**src/rtl/kuuga_bram_bridge_if.sv**
```systemverilog
// Core-side data-memory port: req/gnt request channel plus rvalid/rready response channel.
interface kuuga_bram_bridge_if;
    logic        req_i;
    logic        gnt_o;
    logic [31:0] addr_i;
    logic        we_i;
    logic [3:0]  be_i;
    logic [31:0] wdata_i;
    logic        rvalid_o;
    logic        rready_i;
    logic [31:0] rdata_o;
    logic        rerr_o;

    modport master (
        output req_i, addr_i, we_i, be_i, wdata_i, rready_i,
        input  gnt_o, rvalid_o, rdata_o, rerr_o
    );

    modport slave (
        input  req_i, addr_i, we_i, be_i, wdata_i, rready_i,
        output gnt_o, rvalid_o, rdata_o, rerr_o
    );
endinterface

```
**src/rtl/kuuga_bram_bridge.sv**
```systemverilog
// Bridges the core req/gnt/rvalid memory port onto a fixed-latency single-port BRAM,
// realigning read data into a credit-protected response FIFO.
module kuuga_bram_bridge #(
    parameter int unsigned ADDR_WIDTH   = 16,
    parameter int unsigned READ_LATENCY = 2,
    parameter int unsigned RESP_DEPTH   = 4,
    parameter logic [31:0] BASE_ADDR    = 32'h0000_0000
) (
    input  logic                  clk,
    input  logic                  rst_n,
    kuuga_bram_bridge_if.slave    bus,
    output logic [ADDR_WIDTH-1:0] bram_addr,
    output logic                  bram_en,
    output logic [3:0]            bram_we,
    output logic [31:0]           bram_wrdata,
    input  logic [31:0]           bram_rddata,
    output logic                  bram_rst
);

    localparam int unsigned DATA_W = 32;
    localparam int unsigned PTR_W  = (RESP_DEPTH > 1) ? $clog2(RESP_DEPTH) : 1;
    localparam int unsigned CNT_W  = $clog2(RESP_DEPTH + 1);
    localparam int unsigned OCC_W  = $clog2(RESP_DEPTH + READ_LATENCY + 1);

    typedef struct packed {
        logic [DATA_W-1:0] data;
        logic              err;
    } resp_t;

    logic [31:0]             offset;
    logic                    in_range;
    logic                    accept;
    logic                    has_credit;
    logic [OCC_W-1:0]        occupancy;

    logic [READ_LATENCY-1:0] pipe_valid;
    logic [READ_LATENCY-1:0] pipe_we;
    logic [READ_LATENCY-1:0] pipe_err;

    resp_t                   fifo_mem [RESP_DEPTH];
    logic [PTR_W-1:0]        wr_ptr;
    logic [PTR_W-1:0]        rd_ptr;
    logic [CNT_W-1:0]        fifo_count;
    logic                    push;
    logic                    pop;
    resp_t                   push_resp;

    function automatic logic [PTR_W-1:0] ptr_inc(input logic [PTR_W-1:0] p);
        return (p == PTR_W'(RESP_DEPTH - 1)) ? '0 : p + PTR_W'(1);
    endfunction

    // Window decode and credit: occupancy counts queued plus in-flight responses.
    always_comb begin
        offset    = bus.addr_i - BASE_ADDR;
        in_range  = (offset >> (ADDR_WIDTH + 2)) == 32'd0;
        occupancy = OCC_W'(fifo_count);
        for (int i = 0; i < READ_LATENCY; i++) begin
            occupancy = occupancy + OCC_W'(pipe_valid[i]);
        end
        has_credit = occupancy < OCC_W'(RESP_DEPTH);
    end

    assign bus.gnt_o = bus.req_i & has_credit & ~bram_rst;
    assign accept    = bus.req_i & bus.gnt_o;

    // BRAM is driven in the accept cycle; out-of-range accesses leave it idle.
    assign bram_en     = accept & in_range;
    assign bram_we     = (accept & bus.we_i & in_range) ? bus.be_i : 4'b0000;
    assign bram_addr   = offset[ADDR_WIDTH+1:2];
    assign bram_wrdata = bus.wdata_i;

    always_ff @(posedge clk or negedge rst_n) begin
        if (!rst_n) bram_rst <= 1'b1;
        else        bram_rst <= 1'b0;
    end

    // Latency shadow of the BRAM read pipe; the last stage lines up with bram_rddata.
    always_ff @(posedge clk or negedge rst_n) begin
        if (!rst_n) begin
            pipe_valid <= '0;
            pipe_we    <= '0;
            pipe_err   <= '0;
        end else begin
            pipe_valid[0] <= accept;
            pipe_we[0]    <= bus.we_i;
            pipe_err[0]   <= ~in_range;
            for (int i = 1; i < READ_LATENCY; i++) begin
                pipe_valid[i] <= pipe_valid[i-1];
                pipe_we[i]    <= pipe_we[i-1];
                pipe_err[i]   <= pipe_err[i-1];
            end
        end
    end

    always_comb begin
        push           = pipe_valid[READ_LATENCY-1];
        push_resp.err  = pipe_err[READ_LATENCY-1];
        push_resp.data = (~pipe_we[READ_LATENCY-1] & ~pipe_err[READ_LATENCY-1])
                         ? bram_rddata : '0;
    end

    assign bus.rvalid_o = (fifo_count != '0);
    assign pop          = bus.rvalid_o & bus.rready_i;
    assign bus.rdata_o  = bus.rvalid_o ? fifo_mem[rd_ptr].data : '0;
    assign bus.rerr_o   = bus.rvalid_o & fifo_mem[rd_ptr].err;

    always_ff @(posedge clk) begin
        if (push) fifo_mem[wr_ptr] <= push_resp;
    end

    always_ff @(posedge clk or negedge rst_n) begin
        if (!rst_n) begin
            wr_ptr     <= '0;
            rd_ptr     <= '0;
            fifo_count <= '0;
        end else begin
            if (push) wr_ptr <= ptr_inc(wr_ptr);
            if (pop)  rd_ptr <= ptr_inc(rd_ptr);
            case ({push, pop})
                2'b10:   fifo_count <= fifo_count + CNT_W'(1);
                2'b01:   fifo_count <= fifo_count - CNT_W'(1);
                default: fifo_count <= fifo_count;
            endcase
        end
    end

    // Credit accounting must make a push into a full FIFO without a pop impossible.
    a_no_overflow : assert property (@(posedge clk) disable iff (!rst_n)
        !(push && !pop && fifo_count == CNT_W'(RESP_DEPTH)));

endmodule
```
**src/flat_wrapper.sv**
```systemverilog
// flat-port wrapper written by rule: the top's interface ports become plain ports
module kuuga_bram_bridge_flat 
#(
    parameter int unsigned ADDR_WIDTH   = 16,
    parameter int unsigned READ_LATENCY = 2,
    parameter int unsigned RESP_DEPTH   = 4,
    parameter logic [31:0] BASE_ADDR    = 32'h0000_0000
)
  (clk, rst_n, bram_addr, bram_en, bram_we, bram_wrdata, bram_rddata, bram_rst, bus_req_i, bus_addr_i, bus_we_i, bus_be_i, bus_wdata_i, bus_rready_i, bus_gnt_o, bus_rvalid_o, bus_rdata_o, bus_rerr_o);
  kuuga_bram_bridge_if bus_i ();
  input  logic clk;
  input  logic rst_n;
  output logic [ADDR_WIDTH-1:0] bram_addr;
  output logic bram_en;
  output logic [3:0] bram_we;
  output logic [31:0] bram_wrdata;
  input  logic [31:0] bram_rddata;
  output logic bram_rst;
  input wire logic [$bits(bus_i.req_i)-1:0] bus_req_i;
  input wire logic [$bits(bus_i.addr_i)-1:0] bus_addr_i;
  input wire logic [$bits(bus_i.we_i)-1:0] bus_we_i;
  input wire logic [$bits(bus_i.be_i)-1:0] bus_be_i;
  input wire logic [$bits(bus_i.wdata_i)-1:0] bus_wdata_i;
  input wire logic [$bits(bus_i.rready_i)-1:0] bus_rready_i;
  output wire logic [$bits(bus_i.gnt_o)-1:0] bus_gnt_o;
  output wire logic [$bits(bus_i.rvalid_o)-1:0] bus_rvalid_o;
  output wire logic [$bits(bus_i.rdata_o)-1:0] bus_rdata_o;
  output wire logic [$bits(bus_i.rerr_o)-1:0] bus_rerr_o;
  assign bus_i.req_i = bus_req_i;
  assign bus_i.addr_i = bus_addr_i;
  assign bus_i.we_i = bus_we_i;
  assign bus_i.be_i = bus_be_i;
  assign bus_i.wdata_i = bus_wdata_i;
  assign bus_i.rready_i = bus_rready_i;
  assign bus_gnt_o = bus_i.gnt_o;
  assign bus_rvalid_o = bus_i.rvalid_o;
  assign bus_rdata_o = bus_i.rdata_o;
  assign bus_rerr_o = bus_i.rerr_o;
  kuuga_bram_bridge #(.ADDR_WIDTH(ADDR_WIDTH), .READ_LATENCY(READ_LATENCY), .RESP_DEPTH(RESP_DEPTH), .BASE_ADDR(BASE_ADDR)) u_core (.clk(clk), .rst_n(rst_n), .bus(bus_i), .bram_addr(bram_addr), .bram_en(bram_en), .bram_we(bram_we), .bram_wrdata(bram_wrdata), .bram_rddata(bram_rddata), .bram_rst(bram_rst));
endmodule
```
**config.mk**
```make
export PLATFORM = sky130hd
export DESIGN_NAME = kuuga_bram_bridge_flat
export DESIGN_NICKNAME = d
export VERILOG_FILES = /design/src/rtl/kuuga_bram_bridge_if.sv /design/src/rtl/kuuga_bram_bridge.sv /design/src/flat_wrapper.sv
export SDC_FILE = /design/constraint.sdc
export NUM_CORES = 1
export LEC_CHECK = 0
export CORE_MARGIN = 4
export CORE_UTILIZATION = 40
export DETAILED_ROUTE_END_ITERATION = 8
export PLACE_DENSITY_LB_ADDON = 0.3
export REMOVE_ABC_BUFFERS = 1
export SETUP_SLACK_MARGIN = 0.3
export SLEW_MARGIN = 5
export SYNTH_ARGS = -nofsm -noshare
export SYNTH_HDL_FRONTEND = slang
export SYNTH_SLANG_ARGS = --single-unit
```
**constraint.sdc**
```tcl
create_clock -name clk -period 1.9 [get_ports clk]
set_clock_uncertainty 0.05 [all_clocks]
set_input_delay 0.475 -clock clk [delete_from_list [all_inputs] [get_ports clk]]
set_output_delay 0.475 -clock clk [all_outputs]
set_load 0.05 [all_outputs]
```
**Word level (Yosys, flattened, before mapping)**

Memories as Yosys holds them, arrays and structs flattened.
Index checks and enable logic that the tools add are counted.

- Add/subtract/negate cells: 6
- $mul: 0
- Div/mod/pow operators: 0
- $lt $le $gt $ge: 1
- Eq/ne operators: 4
- Shifts and indexed selects: 0
- Multiplexer cells: 8
- Bitwise operators: 13
- Reductions and logical operators: 3

Operators by type and width:

| kind | number |
|---|---|
| $mux 32 | 2 |
| $logic_not 32->1 | 1 |
| $and 1x1->1 | 9 |
| $add 3x1->3 | 2 |
| $eq 2x2->1 const B | 3 |
| $pmux 3 s2 | 1 |
| $add 2x1->2 const B | 2 |
| $mux 2 | 2 |
| $mux 4 | 1 |
| $not 1->1 | 4 |
| $add 3x1->3 const B | 1 |
| $lt 3x3->1 const B | 1 |
| $reduce_bool 3->1 | 1 |
| $sub 3x1->3 const B | 1 |
| $eq 2x1->1 const B | 1 |
| $mux 1 | 2 |
| $reduce_bool 2->1 | 1 |

- Register bits after elaboration: 14
- Latch bits: 0
- Bits in writable memories: 132
- ROM bits: 0
- Input bits: 105
- Output and inout port bits: 89
- Logic and storage cells: 43
- Memories kept: 1

Memories:

| name | depth | bits a word | read ports | clocked after Yosys merged registers in | write ports | line | source |
|---|---|---|---|---|---|---|---|
| u_core.fifo_mem | 4 | 33 | 1 | 0 | 1 | kuuga_bram_bridge.sv:40 | `resp_t fifo_mem [RESP_DEPTH];` |

**Depth between registers and ports, before layout**

- Depth in word-level cells: 9
- Gate-level depth with buffers: 9
- Mapped depth without buffers: 8

**Worst setup path after synthesis**

No wires, ideal clock.

- Path type: reg-to-output
- Start: register u_core.pipe_valid[1]
- End: output bram_we[0]
- Arrival: 2489 ps
- Required time: 1375 ps
- Setup slack: -1114 ps
- Stages on the path, launching flop included: 6
- Buffers on the path: 1
- Cells stage by stage: dfrtp_1 ha_1 a21oi_1 or3_1 clkbuf_1 a211oi_1

- Cells in the longest elaborated chain, start to end: 8

RTL lines:

| item | line | source |
|---|---|---|
| start, declared | kuuga_bram_bridge.sv:36 | `logic [READ_LATENCY-1:0] pipe_valid;` |
| start signal, assigned by index | kuuga_bram_bridge.sv:88 | `pipe_valid[i] <= pipe_valid[i-1];` |
| $add 3x1->3 | kuuga_bram_bridge.sv:58 | `occupancy = occupancy + OCC_W'(pipe_valid[i]);` |
| $lt 3x3->1 | kuuga_bram_bridge.sv:60 | `has_credit = occupancy < OCC_W'(RESP_DEPTH);` |
| $and 1x1->1 (2 in a row) | kuuga_bram_bridge.sv:63 | `assign bus.gnt_o = bus.req_i & has_credit & ~bram_rst;` |
| $and 1x1->1 | kuuga_bram_bridge.sv:64 | `assign accept = bus.req_i & bus.gnt_o;` |
| $and 1x1->1 (2 in a row) | kuuga_bram_bridge.sv:68 | `assign bram_we = (accept & bus.we_i & in_range) ? bus.be_i : 4'b0000;` |
| $mux 4 | kuuga_bram_bridge.sv:68 |  |
| end, declared | flat_wrapper.sv:15 | `output logic [3:0] bram_we;` |

Every way passes these cells.

**Final worst setup path**

- Start: register u_core.fifo_count[0]
- End: output bram_we[0]

- Cells in the longest elaborated chain, start to end: 9

RTL lines:

| item | line | source |
|---|---|---|
| start, declared | kuuga_bram_bridge.sv:43 | `logic [CNT_W-1:0] fifo_count;` |
| start signal, assigned | kuuga_bram_bridge.sv:120 | `2'b10: fifo_count <= fifo_count + CNT_W'(1);` |
| start signal, assigned | kuuga_bram_bridge.sv:121 | `2'b01: fifo_count <= fifo_count - CNT_W'(1);` |
| start signal, assigned | kuuga_bram_bridge.sv:122 | `default: fifo_count <= fifo_count;` |
| $add 3x1->3 (2 in a row) | kuuga_bram_bridge.sv:58 |  |
| $lt 3x3->1 | kuuga_bram_bridge.sv:60 |  |
| $and 1x1->1 (2 in a row) | kuuga_bram_bridge.sv:63 |  |
| $and 1x1->1 | kuuga_bram_bridge.sv:64 |  |
| $and 1x1->1 (2 in a row) | kuuga_bram_bridge.sv:68 |  |
| $mux 4 | kuuga_bram_bridge.sv:68 |  |

Every way passes these cells.

==> flow_summary.json <==
{
  "die_area_um2": 17900,
  "path_buf_inv": 2,
  "chipWidth_um": 134,
  "synth_edf_count": 132,
  "first_pass_iters": 4,
  "grt_usage": 0.167,
  "irDropWorstVdd_mv": 1.06,
  "ant_nets": 0,
  "cts_tree": "yes",
  "hold_class": "flip-flop to flip-flop",
  "vias_per_cell": 4.96,
  "drt_iter0_markers": 194,
  "io_pins": 194,
  "fmax_mhz": 385,
  "routabilityCongestion": 0.713,
  "critical_path.top_delay_family": "flip-flops",
  "syn_inst": 363,
  "r2r_end": "u_core.fifo_count[1]",
  "cts_inserted_buffers": 17,
  "htree_num_levels": 4,
  "cts_root_buf": "clkbuf_16",
  "fin_cells": 678,
  "crit_start": "u_core.fifo_count[0]",
  "hold_viol_final": 0,
  "p_leak_nw": 3.10,
  "grt_pass1_wl_um": 21700,
  "fp.coreArea_um2": 15300,
  "rrSetupSlack_ps": -310,
  "clock_path_buffers": 2,
  "synth.avg_cell_area_um2": 17.4,
  "hpwl_um": 9860,
  "path_depth": 6,
  "synth_top_cell_by_area": "edfxtp_1",
  "cpPeakStageDelay_ps": 390,
  "finalSetupViolCount": 44,
  "die_h_um": 134,
  "routed_wl_um": 14700,
  "synth_area_um2": 6310,
  "path_cells": "ha_1 > a21oi_2 > or3_4 > a211oi_2 > buf_4 > buf_12",
  "clock_sinks": 146,
  "seq_area_frac_synth": 0.684,
  "ys.flop_type": "edfxtp_1",
  "critical_path.max_fanout": 6,
  "synth_common_cells": "edfxtp_1, and2_1, buf_4, mux4_2, dfrtp_1",
  "layout_min_cycle_time_ps": 2600,
  "crit_type": "flip-flop to output pin",
  "clk_latency_ps": 410,
  "maxCapViolCount": 0,
  "layout-drive-gt1-share": 0.418,
  "cp_slowest_cell": "dfrtp_1",
  "violations": "negative setup slack",
  "maxSlewViolCount": 0,
  "dp_slack_ps": -659,
  "cp-start-kind": "flip-flop",
  "io_buffers": 95,
  "worstPathArrival_ps": 2070,
  "grt-ovfl-total": 0,
  "async_reset_ff_frac": 0.0959,
  "setup_tns_ps": -26430,
  "fp-row-count": 45,
  "status": "complete, but fails checks",
  "grt_pass1_vias": 3531,
  "synth_seq_cells": 146,
  "cp-end-kind": "output pin",
  "setup_slack_ps": -697,
  "rsz0062_at_grt": "true",
  "yosys.cell_count.top_type": "edfxtp_1",
  "place_inst": 633,
  "vias": 3362,
  "fillerInstances": 1206,
  "layout.nets": 568,
  "synth.distinct_cells": 30,
  "timing.final.crit_share": 1.37,
  "syn_to_final_growth_pct": 35.9,
  "drc": 0,
  "synth_area_leaders": "edfxtp_1, mux4_2, and2_1",
  "crit_end": "bram_we[0]",
  "yosysTopAreaCellShare": 0.628,
  "power_density_nw_per_um2": 1620,
  "start_util": 0.412,
  "r2r_cells": 8,
  "ys_warn_count": 0,
  "antenna_found_initial": 1,
  "r2r_start": "u_core.fifo_count[0]",
  "worstPathRequired_ps": 1370,
  "diodes": 0,
  "clk_pin_slew_ps": 50,
  "wl_per_cell_um": 21.7,
  "grt_max_degree": 28
}
[stage by stage]
| stage | utilization | instance area, um2 | total power, mW | hold WS [ps] |
|---|---|---|---|---|
| floorplan | - | 5850 | 7.40 | 129 |
| global placement | 0.496 | 7600 | 9.86 | 283 |
| detailed placement | 0.496 | 7600 | 9.92 | 292 |
| CTS | 0.556 | 8510 | 13.9 | 304 |
| global route | 0.560 | 8580 | 14.5 | 315 |
| finish | 0.560 | 8580 | 13.9 | 303 |
[report_power, final]
| group | total (mW) | switching (mW) | internal (mW) | leakage, nW |
|---|---|---|---|---|
| clock | 2.75 | 1.13 | 1.63 | 0.237 |
| sequential | 3.90 | 0.121 | 3.78 | 1.38 |
| combinational | 7.22 | 3.45 | 3.77 | 1.49 |
[worst min-delay path by stage]
stage                            start                    to  slack (ps)  cells past startpoint
detailed placement  u_core.pipe_err[0]    u_core.pipe_err[1]         290                      0
finish              u_core.pipe_err[0]    u_core.pipe_err[1]         300                      0
global placement    u_core.pipe_err[0]    u_core.pipe_err[1]         280                      0
floorplan                        rst_n  u_core.fifo_count[0]         130                      0
global route        u_core.pipe_err[0]    u_core.pipe_err[1]         310                      0
CTS                 u_core.pipe_err[0]    u_core.pipe_err[1]         300                      0
[timing repair]
item,4_1_cts,5_1_grt
resized for setup,92,3
hold endpoints to repair,0,0
setup endpoints to repair,46,101
pin swaps,40,17
cloned,2,2
setup buffers,7,3
hold buffers,0,0
[per-layer routing]
layer  vias up  GRT usage  wire, um
met5         -     0.0361        92
met3        15      0.103      1700
met4         6     0.0480       156
met2       159      0.235      6490
met1      1694      0.212      6250
li1       1488          -         -
[state kept, by name, summed over array words and instances, names as in the netlist]
signal	flops
u_core.fifo_mem	132
u_core.fifo_count	3
u_core.pipe_err	2
u_core.pipe_valid	2
u_core.pipe_we	2
u_core.rd_ptr	2
u_core.wr_ptr	2
u_core.bram_rst	1
[cell type report]
cell class | count | area [um2] | share of cell area
Clock buffer | 22 | 444 | 0.0518
Multi-Input combinational cell | 147 | 1670 | 0.195
Tap cell | 211 | 264 | 0.0308
Sequential cell | 146 | 4320 | 0.503
Timing Repair Buffer | 137 | 1820 | 0.212
Clock inverter | 9 | 42.5 | 0.00496
Inverter | 6 | 22.5 | 0.00263
[layout by cell type (no fill, tap or decap), drive strengths merged]
master | netlist | routed
clkinv | 0 | 8
xnor2 | 1 | 1
nand2 | 7 | 7
o21ai | 3 | 3
a21oi | 2 | 2
mux2 | 2 | 2
clkinvlp | 0 | 1
nor3b | 1 | 1
dfrtp | 13 | 13
mux2i | 1 | 1
clkdlybuf4s50 | 0 | 54
edfxtp | 132 | 132
clkbuf | 6 | 23
nor2 | 4 | 4
a211oi | 4 | 4
dfstp | 1 | 1
xor2 | 2 | 2
mux4 | 33 | 33
nor4 | 3 | 3
inv | 6 | 6
conb | 1 | 1
or3 | 3 | 3
and2 | 70 | 70
nand4 | 1 | 1
ha | 7 | 7
buf | 58 | 82
fa | 1 | 1
nand3b | 1 | 1
[cells by family after synthesis]
logic type                 Yosys count  share of synthesized area
buffers and inverters               70                     0.0761
adders and majority gates            8                     0.0170
other                                1                   0.000594
and+or+nand+nor                     90                     0.0856
muxes                               36                      0.124
AOI/OAI and AO/OA                    9                    0.00872
DFF                                146                      0.684
xor gates and xnor gates             3                    0.00416
Power figures use the tool's default switching activity.
